**src/rtl/seq_control_unit.sv**
```systemverilog
// Multi-cycle Hack control unit: owns PC, A and D, sequences fetch/decode/
// data read/execute/data write over req/ack memories and an external ALU.
module seq_control_unit #(
  parameter int DATA_W = 16
) (
  input  logic              clk,
  input  logic              rst_n,
  input  logic              run,
  output logic              imem_req,
  output logic [DATA_W-1:0] imem_addr,
  input  logic              imem_ack,
  input  logic [DATA_W-1:0] imem_rdata,
  output logic              dmem_req,
  output logic              dmem_we,
  output logic [DATA_W-1:0] dmem_addr,
  output logic [DATA_W-1:0] dmem_wdata,
  input  logic              dmem_ack,
  input  logic [DATA_W-1:0] dmem_rdata,
  output logic [DATA_W-1:0] alu_x,
  output logic [DATA_W-1:0] alu_y,
  output logic [5:0]        alu_op,
  input  logic [DATA_W-1:0] alu_result,
  output logic [DATA_W-1:0] pc,
  output logic [DATA_W-1:0] reg_a,
  output logic [DATA_W-1:0] reg_d,
  output logic              retire
);

  typedef enum logic [2:0] {
    S_FETCH, S_DECODE, S_MEM_RD, S_EXEC, S_MEM_WR
  } state_t;

  state_t            r_state;
  state_t            w_state_next;
  logic [DATA_W-1:0] r_instr;
  logic [DATA_W-1:0] r_pc;
  logic [DATA_W-1:0] r_a;
  logic [DATA_W-1:0] r_d;
  logic [DATA_W-1:0] r_a_old;
  logic [DATA_W-1:0] r_result;
  logic [DATA_W-1:0] r_alu_x;
  logic [DATA_W-1:0] r_alu_y;
  logic [5:0]        r_alu_op;
  logic              r_retire;

  logic              w_is_a;
  logic              w_use_m;
  logic [2:0]        w_dest;
  logic [2:0]        w_jmp;
  logic [DATA_W-1:0] w_flag_src;
  logic              w_neg;
  logic              w_zero;
  logic              w_take;
  logic              w_retire_now;

  assign w_is_a  = ~r_instr[DATA_W-1];
  assign w_use_m = r_instr[12];
  assign w_dest  = r_instr[5:3];
  assign w_jmp   = r_instr[2:0];

  // Jump flags come straight from the ALU in EXEC, and from the saved result
  // when the instruction retires later out of MEM_WR.
  assign w_flag_src = (r_state == S_EXEC) ? alu_result : r_result;
  assign w_neg      = w_flag_src[DATA_W-1];
  assign w_zero     = (w_flag_src == '0);
  assign w_take     = ~w_is_a & ((w_jmp[2] & w_neg) | (w_jmp[1] & w_zero) |
                                 (w_jmp[0] & ~w_neg & ~w_zero));

  // NOTE: every combinational output gets a default first so no path leaves
  // it unassigned, which would otherwise infer a latch.
  always_comb begin
    w_state_next = r_state;
    w_retire_now = 1'b0;
    case (r_state)
      S_FETCH:  if (run && imem_ack) w_state_next = S_DECODE;
      S_DECODE: begin
        if (w_is_a) begin
          w_retire_now = 1'b1;
          w_state_next = S_FETCH;
        end else if (w_use_m) begin
          w_state_next = S_MEM_RD;
        end else begin
          w_state_next = S_EXEC;
        end
      end
      S_MEM_RD: if (dmem_ack) w_state_next = S_EXEC;
      S_EXEC: begin
        if (w_dest[0]) begin
          w_state_next = S_MEM_WR;
        end else begin
          w_retire_now = 1'b1;
          w_state_next = S_FETCH;
        end
      end
      S_MEM_WR: begin
        if (dmem_ack) begin
          w_retire_now = 1'b1;
          w_state_next = S_FETCH;
        end
      end
      default:  w_state_next = S_FETCH;
    endcase
  end

  // NOTE: state registers use non-blocking assignments so every flop samples
  // the pre-edge values regardless of statement order.
  always_ff @(posedge clk) begin
    if (!rst_n) begin
      r_state  <= S_FETCH;
      r_instr  <= '0;
      r_pc     <= '0;
      r_a      <= '0;
      r_d      <= '0;
      r_a_old  <= '0;
      r_result <= '0;
      r_alu_x  <= '0;
      r_alu_y  <= '0;
      r_alu_op <= '0;
      r_retire <= 1'b0;
    end else begin
      r_state  <= w_state_next;
      r_retire <= w_retire_now;
      if (w_retire_now) r_pc <= w_take ? r_a_old : r_pc + DATA_W'(1);
      case (r_state)
        // A is snapshotted here so the jump target and M address ignore any
        // A write made by the same instruction.
        S_FETCH: begin
          if (run && imem_ack) begin
            r_instr <= imem_rdata;
            r_a_old <= r_a;
          end
        end
        S_DECODE: begin
          if (w_is_a) begin
            r_a <= {1'b0, r_instr[DATA_W-2:0]};
          end else if (!w_use_m) begin
            r_alu_x  <= r_d;
            r_alu_y  <= r_a;
            r_alu_op <= r_instr[11:6];
          end
        end
        // r_alu_y doubles as the M latch for memory-operand instructions.
        S_MEM_RD: begin
          if (dmem_ack) begin
            r_alu_x  <= r_d;
            r_alu_y  <= dmem_rdata;
            r_alu_op <= r_instr[11:6];
          end
        end
        S_EXEC: begin
          r_result <= alu_result;
          if (w_dest[1]) r_d <= alu_result;
          if (w_dest[2]) r_a <= alu_result;
        end
        default: ;
      endcase
    end
  end

  assign imem_req   = rst_n & run & (r_state == S_FETCH);
  assign imem_addr  = r_pc;
  assign dmem_req   = rst_n & ((r_state == S_MEM_RD) | (r_state == S_MEM_WR));
  assign dmem_we    = (r_state == S_MEM_WR);
  assign dmem_addr  = r_a_old;
  assign dmem_wdata = r_result;
  assign alu_x      = r_alu_x;
  assign alu_y      = r_alu_y;
  assign alu_op     = r_alu_op;
  assign pc         = r_pc;
  assign reg_a      = r_a;
  assign reg_d      = r_d;
  assign retire     = r_retire;

endmodule

```
**config.mk**
```make
export PLATFORM = sky130hd
export DESIGN_NAME = seq_control_unit
export DESIGN_NICKNAME = d
export VERILOG_FILES = /design/src/rtl/seq_control_unit.sv
export SDC_FILE = /design/constraint.sdc
export NUM_CORES = 1
export LEC_CHECK = 0
export ABC_AREA = 0
export CELL_PAD_IN_SITES_DETAIL_PLACEMENT = 1
export CELL_PAD_IN_SITES_GLOBAL_PLACEMENT = 1
export CORE_AREA = 2 2 104 182
export DETAILED_ROUTE_END_ITERATION = 16
export DIE_AREA = 0 0 106 184
export PLACE_DENSITY = 0.82
export SYNTH_ARGS = -nofsm -noshare
export SYNTH_HDL_FRONTEND = slang
export SYNTH_SLANG_ARGS = --single-unit
```
**constraint.sdc**
```tcl
create_clock -name clk -period 2.8 [get_ports clk]
set_clock_uncertainty 0.2 [all_clocks]
set_input_delay 0.7 -clock clk [delete_from_list [all_inputs] [get_ports clk]]
set_output_delay 0.7 -clock clk [all_outputs]
set_load 0.1 [all_outputs]
```
# [Word-level counts from Yosys, hierarchy flattened]
# Cells that the tools add are included.
# Widths: inputs -> output; s select.
[classes] n_bitwise=13 reduce_logical=10 n_addsub=1 n_eq_ne=11 mux=28
[op_table] cell="$mux 16" n=10
[op_table] cell="$pmux 16 s2" n=3
[op_table] cell="$mux 6" n=3
[op_table] cell="$add 16x1->16 const B" n=1
[op_table] cell="$logic_not 16->1" n=1
[op_table] cell="$pmux 3 s5" n=1
[op_table] cell="$mux 3" n=4
[op_table] cell="$ne 2x2->1 const B" n=6
[op_table] cell="$pmux 6 s2" n=1
[op_table] cell="$and 1x1->1" n=8
[op_table] cell="$eq 3x2->1 const B" n=2
[op_table] cell="$reduce_and 3->1" n=2
[op_table] cell="$mux 1" n=4
[op_table] cell="$reduce_and 2->1" n=2
[op_table] cell="$reduce_and 4->1" n=1
[op_table] cell="$reduce_bool 2->1" n=2
[op_table] cell="$eq 3x1->1 const B" n=1
[op_table] cell="$eq 3x3->1 const B" n=1
[op_table] cell="$logic_not 3->1" n=1
[op_table] cell="$or 1x1->1" n=3
[op_table] cell="$pmux 1 s3" n=1
[op_table] cell="$mux 2" n=1
[op_table] cell="$ne 2x1->1 const B" n=1
[op_table] cell="$not 1->1" n=2
[op_table] cell="$logic_and 1x1->1" n=1
[totals] reg_bits=138

# [Logic depth before layout (Yosys ltp)]
[logic_depth] word_depth=8 ltp_mapped=9

# [Least setup slack after synthesis]
# Ideal clock, no wire load.
[synth_timing] path_type="input to output" startpoint="input port rst_n" endpoint="output port imem_req" setup_slack_ns=-1.390 required_time_ns=1.900 arrival_ns=3.290 cell_stages=3 path_buffers=1 path_cell_list="clkbuf_1 nand2b_1 nor3b_1"
[synth_via] elab_chain_len=2
[synth_lines] item="start: declaration" line="7" text="input logic rst_n,"
[synth_lines] item="$and 1x1->1 (2 in a row)" line="160" text="assign imem_req = rst_n & run & (r_state == S_FETCH);"
[synth_lines] item="end: declaration" line="9" text="output logic imem_req,"
# No other way between the ends.

# [Final worst setup path]
[layout_timing] startpoint="input port alu_result[14]" endpoint="register r_pc[12] (netlist: imem_addr[12])"
[layout_via] elab_chain_len=7 word_cells_on_any_way=9 cone_classes="mux (2); bitwise (6); reduce/logical (1)"
[layout_lines] item="start: declaration" line="22" text="input logic [DATA_W-1:0] alu_result,"
[layout_lines] item="$mux 16 (*)"
[layout_lines] item="$logic_not 16->1 (*)" line="65" text="assign w_zero = (w_flag_src == '0);"
[layout_lines] item="$and 1x1->1 / $not 1->1 (equally long branches)" line="66, 67"
[layout_lines] item="$or 1x1->1 / $and 1x1->1 (equally long branches)" line="66, 67"
[layout_lines] item="$or 1x1->1 (*)" line="66" text="assign w_take = ~w_is_a & ((w_jmp[2] & w_neg) | (w_jmp[1] & w_zero) |"
[layout_lines] item="$and 1x1->1 (*)" line="66"
[layout_lines] item="$mux 16 (*)" line="123" text="if (w_retire_now) r_pc <= w_take ? r_a_old : r_pc + DATA_W'(1);"
[layout_lines] item="end signal: assignment" line="123"
[layout_lines] item="end: declaration" line="36" text="logic [DATA_W-1:0] r_pc;"
# Every way passes the cells marked *; elsewhere a longest branch is shown, timed or not.
# A chain may end at the register's enable or synchronous reset.

==> flow_metrics.tcl <==
set metrics [dict create \
    status "completed" \
    fin_hold_ws_ns 0.2568 \
    worstHoldStart "alu_op[5]$_SDFFE_PN0P_" \
    cts_made_buffers 17 \
    async_reset_ff_frac 0 \
    worstSetupEndpointType "flip-flop" \
    p_switching_mw 1.874 \
    finalNonFillerCells 1193 \
    overflow 0 \
    place_congestion 0.8538 \
    ff2ff_setup_slack_ns 0.20 \
    p_int_mw 3.719 \
    antenna_found_initial 0 \
    switching_share 0.3351 \
    cts_tree "yes" \
    dpl_cell_area_sq_um 7935 \
    antenna_left 0 \
    die-width_um 106 \
    crit_type "in -> reg" \
    detail_route.wl_per_cell_um 18.65 \
    detailedRoute.firstIterationViolations 214 \
    p_per_area_nw_per_um2 642.9 \
    clkLatencyLatePin_ns 0.42 \
    port_buffers 190 \
    yosysTopAreaCellShare 0.4704 \
    drive_gt1_frac 0.2722 \
    dieArea_sq_um 19500 \
    worstPathArrival_ns 2.88 \
    clk_path_buf_depth 2 \
    area_growth_pct 48.13 \
    start_util 0.3268 \
    synthTopCellsByCount "nand2_1 (218), dfxtp_1 (138), a21oi_1 (89)" \
    num_io_pins 191 \
    htreeDepth 4 \
    num_vias 6165 \
    grt_start_max_net_pins 55 \
    grtUsageTotal 0.2289 \
    max_freq_ghz 0.3657 \
    synth_area_leaders "dfxtp_1 (47%), nand2_1 (14%), a21oi_1 (7.6%)" \
    finalSetupViolCount 0 \
    ys_seq_elements 138 \
    synth_most_common_cell "nand2_1" \
    grt_pass1_vias 6320 \
    synth_cell_types 46 \
    drc 0 \
    diodes 0 \
    dp.final_hpwl_um 16400 \
    period_needed_ns 2.735 \
    firstDrtPassIters 5 \
    leakage_nw 3.436 \
    syn-num-nets 794 \
    netlist_instances 740 \
    critPathLaunch "alu_result[14]" \
    netlist_area_sq_um 5873 \
    relSlewSlack 0.6035 \
    start_kind "input pin" \
    finalInstanceArea_sq_um 8700 \
    rows 65 \
    die_y_um 184 \
    synth.yosys.seq_area_share 0.4704 \
    finalPower_mw 5.593 \
    via_per_inst 5.168 \
    holdPathEnd "alu_op[5]$_SDFFE_PN0P_" \
    clock_power_share 0.400 \
    reg2reg_to "imem_addr[3]$_SDFFE_PN0P_" \
    finalSetupTns_ns 0 \
    n_fill_cell 2152 \
    tightest_slew_ns 0.5934 \
    r2r_start "r_state[2]$_SDFFE_PN0P_" \
    dp_cells 1155 \
    post-route-util 0.4840 \
    cts.clk_slew.worst_paths_ns 0.06 \
    clock-sinks 138 \
    worst-r2r-cell-count 9 \
    grt_pass1_wl_um 34710 \
    combPwrFrac 0.213 \
    yosys_warnings 0 \
    ff_latch_area_sq_um 2769 \
    finalNetCount 1001 \
    wirelength_um 22250 \
    synth_area_leader_cell "dfxtp_1" \
    min_path_type "reg -> reg" \
    coreArea_sq_um 17970 \
    final-hold-violation-count 0 \
    fin_crit_sh 0.9767 \
    critPathRequiredTime_ns 2.94 \
    pre_cts_slack_ns -0.6329 \
    min_delay_path_depth 2 \
    multi_input_area_sq_um 2855 \
    synth_ff_type "dfxtp_1" \
    cts-root-buf "clkbuf_16" \
    synth_area_per_cell_sq_um 7.937 \
    sequentialPowerShare 0.387 \
    synth-edff-count 0 \
    drv_slew 0 \
    setup_ws_ns 0.06526 \
    drv_cap 0 \
    ir_drop_mv 0.3766 \
    worstPathMaxFanout 4 \
]
[power groups by stage]
stage	sequential [mW]	combinational, mW	clock (mW)
after global routing	2.17	1.25	2.37
after global placement	2.21	1.17	0
after CTS	2.16	1.19	2.28
after floorplan	2.56	0.426	0
final	2.16	1.19	2.24
after detailed placement	2.21	1.18	0
[state kept, by name, indices dropped and copies added (netlist names)]
name,cells
dmem_addr,16
retire,1
imem_addr,16
r_state,3
reg_d,16
alu_y,16
alu_op,6
r_instr,16
alu_x,16
reg_a,16
dmem_wdata,16
[repair_timing]
item	CTS	global route
endpoints found under the hold margin	0	0
hold buffers	0	0
pin swaps	7	10
gates cloned	2	0
setup buffers	4	1
endpoints found under the setup margin	16	15
gates resized for setup	8	21
[cells in the final DEF, fill, tap and decap left out, types with 12 or more instances in the layout]
cell type,count
and3_1,12
buf_4,196
a311oi_1,14
nand2_1,218
clkdlybuf4s50_1,39
nand3_1,19
clkbuf_16,17
nor2_1,44
a211oi_1,16
o21ai_0,12
mux2i_1,18
a21oi_1,89
dfxtp_1,133
[cell families after synthesis]
group,count (synthesis),synth area share
AO/OA/AOI/OAI,161,0.1764
XOR/XNOR,1,0.001492
adder cells (fa/ha/maj),1,0.002130
buffers and inverters,77,0.06263
flip-flops,138,0.4704
multiplexers,18,0.03068
AND/OR/NAND/NOR,344,0.2563
[metal layers]
layer | track usage | share of wire | up-vias
met5 | 0 | 0 | -
met3 | 0.04360 | 0.046 | 43
met1 | 0.2354 | 0.36 | 2988
li1 | - | - | 2953
met4 | 0.09684 | 0.033 | 0
met2 | 0.4431 | 0.56 | 181
[cell type report]
| type | instances | area share |
|---|---|---|
| Timing Repair Buffer | 256 | 0.2491 |
| Clock buffer | 18 | 0.05048 |
| Sequential cell | 138 | 0.3183 |
| Multi-Input combinational cell | 526 | 0.3282 |
| Clock inverter | 13 | 0.01654 |
| Inverter | 8 | 0.003739 |
| Tap cell | 234 | 0.03365 |
[critical path: stages]
cell             delay, ns
clkdlybuf4s50_1       0.47
nor4_4                0.18
nand4_1               0.23
a22o_2                0.32
buf_4                 0.14
o31a_1                0.35
or3_4                 0.38
a31oi_1               0.13
[worst max-delay path by stage]
stage / end / slack [ns] / cells past startpoint
2_1_floorplan: imem_req / -0.06 / 3
3_3_place_gp: imem_addr[7]$_SDFFE_PN0P_ / -0.52 / 9
3_5_place_dp: imem_addr[3]$_SDFFE_PN0P_ / -0.63 / 8
4_1_cts: imem_addr[3]$_SDFFE_PN0P_ / -0.004 / 12
5_1_grt: imem_addr[6]$_SDFFE_PN0P_ / -0.005 / 8
6_report: imem_addr[12]$_SDFFE_PN0P_ / 0.07 / 8
Power figures use the tool's default switching activity.
